==> src/rtl/reg_writeback_if.sv <==
// Scalar and vector result handshakes into the writeback stage.
// The master offers results and the slave (reg_writeback) grants them.
interface reg_writeback_if;
  logic         s_valid;
  logic [3:0]   s_addr;
  logic [7:0]   s_data;
  logic         s_ready;
  logic         v_valid;
  logic [3:0]   v_addr;
  logic [191:0] v_data;
  logic         v_ready;

  modport master (
    output s_valid, s_addr, s_data,
    output v_valid, v_addr, v_data,
    input  s_ready, v_ready
  );

  modport slave (
    input  s_valid, s_addr, s_data,
    input  v_valid, v_addr, v_data,
    output s_ready, v_ready
  );
endinterface

==> src/rtl/reg_writeback.sv <==
// Writeback stage: round-robin scalar/vector merge into a 4-deep FIFO.
// Define WB_SCOREBOARD_EN to build the per-register pending flags.
module reg_writeback (
  input  logic             clk,
  input  logic             rst,
  reg_writeback_if.slave   wb,
  input  logic             rf_stall,
  output logic             Reg_write,
  output logic [3:0]       A3,
  output logic [191:0]     WD3,
  output logic             desType,
  output logic [5:0]       pend_e,
  output logic [5:0]       pend_v,
  output logic             err_addr
);

  logic         typ_q  [4];
  logic [3:0]   addr_q [4];
  logic [191:0] data_q [4];

  logic [1:0] wptr_q, wptr_d;
  logic [1:0] rptr_q, rptr_d;
  logic [2:0] cnt_q, cnt_d;
  logic       rr_q, rr_d;
  logic       err_q, err_d;

  logic         full, busy, acc, push, pop, contest;
  logic         in_typ;
  logic [3:0]   in_addr;
  logic [191:0] in_data;

  assign full = (cnt_q == 3'd4);
  assign busy = (cnt_q != 3'd0);

  // Ready is forced low in reset so nothing is granted against held state.
  assign wb.s_ready = !rst && !full && wb.s_valid
                      && !(wb.v_valid && rr_q);
  assign wb.v_ready = !rst && !full && wb.v_valid
                      && !(wb.s_valid && !rr_q);

  assign contest = wb.s_valid && wb.v_valid && !full;
  assign acc     = wb.s_ready || wb.v_ready;

  assign in_typ  = wb.v_ready;
  assign in_addr = wb.v_ready ? wb.v_addr : wb.s_addr;
  assign in_data = wb.v_ready ? wb.v_data
                              : {184'd0, wb.s_data};

  assign push = acc && (in_addr <= 4'd5);
  assign pop  = Reg_write;

  assign Reg_write = busy && !rf_stall;
  assign A3        = busy ? addr_q[rptr_q] : 4'd0;
  assign WD3       = busy ? data_q[rptr_q] : 192'd0;
  assign desType   = busy ? typ_q[rptr_q]  : 1'b0;
  assign err_addr  = err_q;

  always_comb begin
    wptr_d = wptr_q;
    rptr_d = rptr_q;
    cnt_d  = cnt_q;
    rr_d   = rr_q;
    err_d  = err_q;
    if (push) wptr_d = wptr_q + 2'd1;
    if (pop)  rptr_d = rptr_q + 2'd1;
    if (push && !pop)      cnt_d = cnt_q + 3'd1;
    else if (!push && pop) cnt_d = cnt_q - 3'd1;
    if (contest) rr_d = !rr_q;
    if (acc && !push) err_d = 1'b1;
  end

  always_ff @(posedge clk or posedge rst) begin
    if (rst) begin
      wptr_q <= 2'd0;
      rptr_q <= 2'd0;
      cnt_q  <= 3'd0;
      rr_q   <= 1'b0;
      err_q  <= 1'b0;
    end else begin
      wptr_q <= wptr_d;
      rptr_q <= rptr_d;
      cnt_q  <= cnt_d;
      rr_q   <= rr_d;
      err_q  <= err_d;
    end
  end

  // Payload storage needs no reset; validity is tracked by cnt/pointers.
  always_ff @(posedge clk) begin
    if (push) begin
      typ_q[wptr_q]  <= in_typ;
      addr_q[wptr_q] <= in_addr;
      data_q[wptr_q] <= in_data;
    end
  end

`ifdef WB_SCOREBOARD_EN
  logic [5:0] pe, pv;
  logic [1:0] off;

  always_comb begin
    pe  = 6'd0;
    pv  = 6'd0;
    off = 2'd0;
    for (int i = 0; i < 4; i++) begin
      off = 2'(i) - rptr_q;
      if ({1'b0, off} < cnt_q) begin
        for (int r = 0; r < 6; r++) begin
          if (addr_q[i] == 4'(r)) begin
            if (typ_q[i]) pv[r] = 1'b1;
            else          pe[r] = 1'b1;
          end
        end
      end
    end
  end

  assign pend_e = pe;
  assign pend_v = pv;
`else
  assign pend_e = 6'd0;
  assign pend_v = 6'd0;
`endif

endmodule
==> src/flat_wrapper.sv <==
// flat-port wrapper written by rule: the top's interface ports become plain ports
module reg_writeback_flat 
  (clk, rst, rf_stall, Reg_write, A3, WD3, desType, pend_e, pend_v, err_addr, wb_s_valid, wb_s_addr, wb_s_data, wb_v_valid, wb_v_addr, wb_v_data, wb_s_ready, wb_v_ready);
  reg_writeback_if wb_i ();
  input  logic clk;
  input  logic rst;
  input  logic rf_stall;
  output logic Reg_write;
  output logic [3:0] A3;
  output logic [191:0] WD3;
  output logic desType;
  output logic [5:0] pend_e;
  output logic [5:0] pend_v;
  output logic err_addr;
  input wire logic [$bits(wb_i.s_valid)-1:0] wb_s_valid;
  input wire logic [$bits(wb_i.s_addr)-1:0] wb_s_addr;
  input wire logic [$bits(wb_i.s_data)-1:0] wb_s_data;
  input wire logic [$bits(wb_i.v_valid)-1:0] wb_v_valid;
  input wire logic [$bits(wb_i.v_addr)-1:0] wb_v_addr;
  input wire logic [$bits(wb_i.v_data)-1:0] wb_v_data;
  output wire logic [$bits(wb_i.s_ready)-1:0] wb_s_ready;
  output wire logic [$bits(wb_i.v_ready)-1:0] wb_v_ready;
  assign wb_i.s_valid = wb_s_valid;
  assign wb_i.s_addr = wb_s_addr;
  assign wb_i.s_data = wb_s_data;
  assign wb_i.v_valid = wb_v_valid;
  assign wb_i.v_addr = wb_v_addr;
  assign wb_i.v_data = wb_v_data;
  assign wb_s_ready = wb_i.s_ready;
  assign wb_v_ready = wb_i.v_ready;
  reg_writeback u_core (.clk(clk), .rst(rst), .wb(wb_i), .rf_stall(rf_stall), .Reg_write(Reg_write), .A3(A3), .WD3(WD3), .desType(desType), .pend_e(pend_e), .pend_v(pend_v), .err_addr(err_addr));
endmodule
==> config.mk <==
export PLATFORM = sky130hd
export DESIGN_NAME = reg_writeback_flat
export DESIGN_NICKNAME = d
export VERILOG_FILES = /design/src/rtl/reg_writeback_if.sv /design/src/rtl/reg_writeback.sv /design/src/flat_wrapper.sv
export SDC_FILE = /design/constraint.sdc
export NUM_CORES = 1
export LEC_CHECK = 0
export CORE_MARGIN = 5
export CORE_UTILIZATION = 55
export CTS_BUF_LIST = sky130_fd_sc_hd__clkbuf_4
export CTS_CLUSTER_DIAMETER = 120
export CTS_CLUSTER_SIZE = 25
export DETAILED_ROUTE_END_ITERATION = 7
export GPL_TIMING_DRIVEN = 0
export PLACE_DENSITY = 0.82
export SLEW_MARGIN = 15
export SYNTH_ARGS = -nofsm -noshare
export SYNTH_HDL_FRONTEND = slang
export SYNTH_SLANG_ARGS = --single-unit
export TNS_END_PERCENT = 100
==> constraint.sdc <==
create_clock -name clk -period 11.3 [get_ports clk]
set_clock_uncertainty 0.2 [all_clocks]
set_input_delay 1.13 -clock clk [delete_from_list [all_inputs] [get_ports clk]]
set_output_delay 1.13 -clock clk [all_outputs]
set_load 0.01 [all_outputs]
==> summary.md <==
| Metric | Value |
|---|---|
| Status | `finished clean` |
| Ys flop type | `edfxtp_1` |
| Routed WL per cell | `24.2 microns` |
| Via count | `around 16000` |
| Core Util, Final | `65.6%` |
| Slowest-stage cell, CP | `nor3_4` |
| Period Utilization, post-route | `between 40% and 50%` |
| DRC violations left | `0` |
| Pin count of the biggest net entering global routing | `51` |
| Slew headroom | `45.7%` |
| Die Ht | `250 microns` |
| Crit Path Category | `reg2out` |
| Fillers | `~3800` |
| Worst hold margin | `roughly 0.36 ns` |
| M2 GR Usage | `a little over a third` |
| Vias in the first global route | `16400` |
| Clock network power share | `11.8%` |
| Seq/Total Area, Yosys | `around 75%` |
| Clock period minus worst slack | `5.10 ns` |
| Final WL | `67600 microns` |
| First-pass GRT wire length | `~100000 microns` |
| Longest Clk Path Bufs | `3` |
| Num CTS Buffers | `37` |
| Number of flops mapped to enable cells by yosys | `788` |
| Clock sinks | `797` |
| Grt peak-use layer | `met2` |
| Synthesized cell area | `between 30000 and 40000 sq um` |
| Net Sw Power | `approximately 2.4 mW` |
| CP Capture Type | `primary output` |
| Largest family of logic cells by synthesized area | `multiplexers` |
| Final ANT Viol Nets | `0` |
| RSZ-0062 raised after global routing | `no` |
| Synth warn | `0` |
| Compound-gate portion of the synthesized area | `less than 1%` |
| Multi-input logic area | `approximately 7300 sq um` |
| Yosys cell types | `32` |
| Worst-Margin Slew | `roughly 0.82 ns` |
| Setup Buffers After CTS | `0` |
| GRT Total Usage | `about a fifth` |
| Critical Path AT | `roughly 3.8 ns` |
| Hold Fails Final Rpt | `0` |
| P_int | `between 5 and 6 mW` |
| Fraction of registers with async set/reset | `under 10%` |
| Share of power burned in registers | `44.4%` |
| Simple-gate share of the synthesized area | `between 7 and 8%` |
| CTS clk-pin slew, worst paths | `~0.24 ns` |
| CP max FO | `10` |
| Final Slew Violations | `0` |
| DP HPWL | `45700 microns` |
| # setup viols final | `0` |
| Synthesized netlist cell count | `between 1500 and 2000` |
| Initial antenna violation count | `12` |
| Die ar. | `~63000 sq um` |
| Die width | `~250 microns` |
| Sw frac | `just over 30%` |
| # hold bufs at CTS | `0` |
| Storage cell area | `roughly 24000 sq um` |
| Top Ports | `between 400 and 500` |
| P&R area growth vs syn | `18.7%` |
| P_leak | `around 12 nW` |
| Hold Path Class | `reg2reg` |
| IO buf count | `a little over 400` |
| Row count | `a little under 90` |
| # H-tree levels | `2` |
| Total grt overflow | `0` |
| Synth Area in Adders | `less than 1%` |
| Routed vias/inst | `roughly 5.7` |
| CP max stage delay | `around 0.70 ns` |
| Initial drt markers | `around 1200` |
| Root buffer cell | `clkbuf_4` |
| F_max | `approximately 200 MHz` |
| DR pass1 iterations | `5` |
| Worst Path Required | `9.97 ns` |
| CTS tree | `built` |
| Initial Util | `a little under three fifths` |
| Nets | `between 2000 and 2500` |
| Fin Setup TNS | `0 ns` |
| Syn Area/Cell | `20.7 sq um` |
| Synthesized flop and latch total | `797` |
| Xor and xnor fraction of the mapped netlist area | `less than 1%` |
| Crit path launch type | `flop` |
| Met1 global-route usage | `between 20% and 30%` |
| Mux share of post-synthesis cell area | `between 10 and 15%` |
| Gpl congestion | `0.764` |
| Worst path cell trace | `nor3_4 > buf_2 > clkbuf_1 > nor2b_1 > clkdlybuf4s50_1` |
| Logic pwr share | `between 40% and 50%` |
| Met3 GRT Util | `~5.9%` |
| Core area | `57500 sq um` |
| Layout cells sized above 1 | `between 10% and 20%` |
| Power per cell area | `around 210 nW/um^2` |
| VDD IR-drop max | `0.156 mV` |
| Worst-Skew Late Latency | `between 0.8 and 0.9 ns` |
| Max_cap viols | `0` |
| Resized Gates After CTS | `0` |
==> final timing paths <==
kind,start,to,slack [ns],cells past startpoint
worst max-delay path,u_core.cnt_q[0],WD3[168],6.20,5
worst min-delay path,u_core.rr_q,u_core.rr_q,0.36,1
worst max register to register,u_core.cnt_q[0],u_core.cnt_q[2],8.04,10
worst min register to register,u_core.rr_q,u_core.rr_q,0.36,1
max in group asynchronous,rst,u_core.cnt_q[1],10.25,2
min in group asynchronous,rst,u_core.err_addr,0.40,2
==> cell families after synthesis <==
logic type      after synthesis
xor+xnor                      7
flops                       797
buf+inv                     104
fa+ha+maj                     6
other cells                   1
simple gates                395
compound gates               10
mux                         211
==> layout make-up <==
cell class	count	area share, %
Clock inverter	1	0.0133
Buffer	98	1.52
Tap cell	765	2.54
Multi-Input combinational cell	641	19.4
Antenna cell	9	0.0597
Clock buffer	43	0.856
Sequential cell	797	63.4
Inverter	6	0.0597
Timing Repair Buffer	429	12.1
==> power groups by stage <==
stage	Combinational, mW	Sequential (mW)	Clock, mW
floorplan	1.90	3.65	0
global placement	3.50	3.69	0
detailed placement	3.56	3.63	0
CTS	3.58	3.56	0.984
global route	3.76	3.57	1.09
finish	3.50	3.56	0.945
==> registers in the layout (all words and copies together), names as in the netlist <==
signal           count
u_core.cnt_q         3
u_core.rr_q          1
u_core.typ_q         4
u_core.wptr_q        2
u_core.addr_q       16
u_core.err_addr      1
u_core.rptr_q        2
u_core.data_q      768
==> critical path, delay by kind of cell (launching register included) <==
kind                   cells  cell delay (ns)
AND/OR/NAND/NOR            2             0.89
buffers and inverters      3             1.50
flip-flops                 1             0.52
==> cell usage after synthesis, types with 2 or more instances <==
cell	n	area share, %
a21oi_1	4	0.063
mux4_2	197	14
and2_1	188	3.7
mux2_1	12	0.43
clkbuf_1	31	0.37
dfrtp_1	9	0.71
nand2_1	3	0.035
inv_1	6	0.071
nor2_1	3	0.035
nor2b_1	194	3.8
and2b_1	3	0.071
mux2_2	2	0.071
buf_2	38	0.60
buf_6	14	0.50
buf_4	14	0.33
ha_1	5	0.20
edfxtp_1	788	74
xnor2_1	3	0.083
xor2_1	4	0.11
==> per-stage QoR <==
step	worst slack [ns]	power, mW	instances	cell area [sq um]
2_1_floorplan	4.34	5.55	1542	31800
3_3_place_gp	0.0157	7.19	2720	36900
3_5_place_dp	6.55	7.19	2736	37300
4_1_cts	6.06	8.12	2780	37700
5_1_grt	5.96	8.42	2783	37700
6_report	6.20	8.01	2789	37700
==> per-layer routing <==
layer | wire, microns | vias to the layer above | share of wire, %
li1 | - | 6928 | -
met1 | 26700 | 8180 | 40
met2 | 33800 | 584 | 50
met3 | 5870 | 82 | 8.7
met4 | 1060 | 18 | 1.6
met5 | 104 | - | 0.15
==> placed cells by master, fill, tap and decap left out, types with 2 or more instances in the layout <==
cell type / netlist / routed
a21oi_1: 4 / 4
and2_1: 188 / 184
and2_4: 0 / 4
and2b_1: 3 / 3
buf_16: 0 / 16
buf_2: 38 / 38
buf_4: 14 / 14
buf_6: 14 / 14
clkbuf_1: 31 / 31
clkbuf_4: 0 / 43
clkdlybuf4s50_1: 0 / 413
conb_1: 1 / 12
dfrtp_1: 9 / 9
diode_2: 0 / 9
edfxtp_1: 788 / 788
ha_1: 5 / 5
inv_1: 6 / 6
mux2_1: 12 / 12
mux2_2: 2 / 2
mux4_2: 197 / 197
nand2_1: 3 / 3
nor2_1: 3 / 3
nor2b_1: 194 / 194
xnor2_1: 3 / 3
xor2_1: 4 / 4
Note: power is estimated with default switching activity, not from simulation.
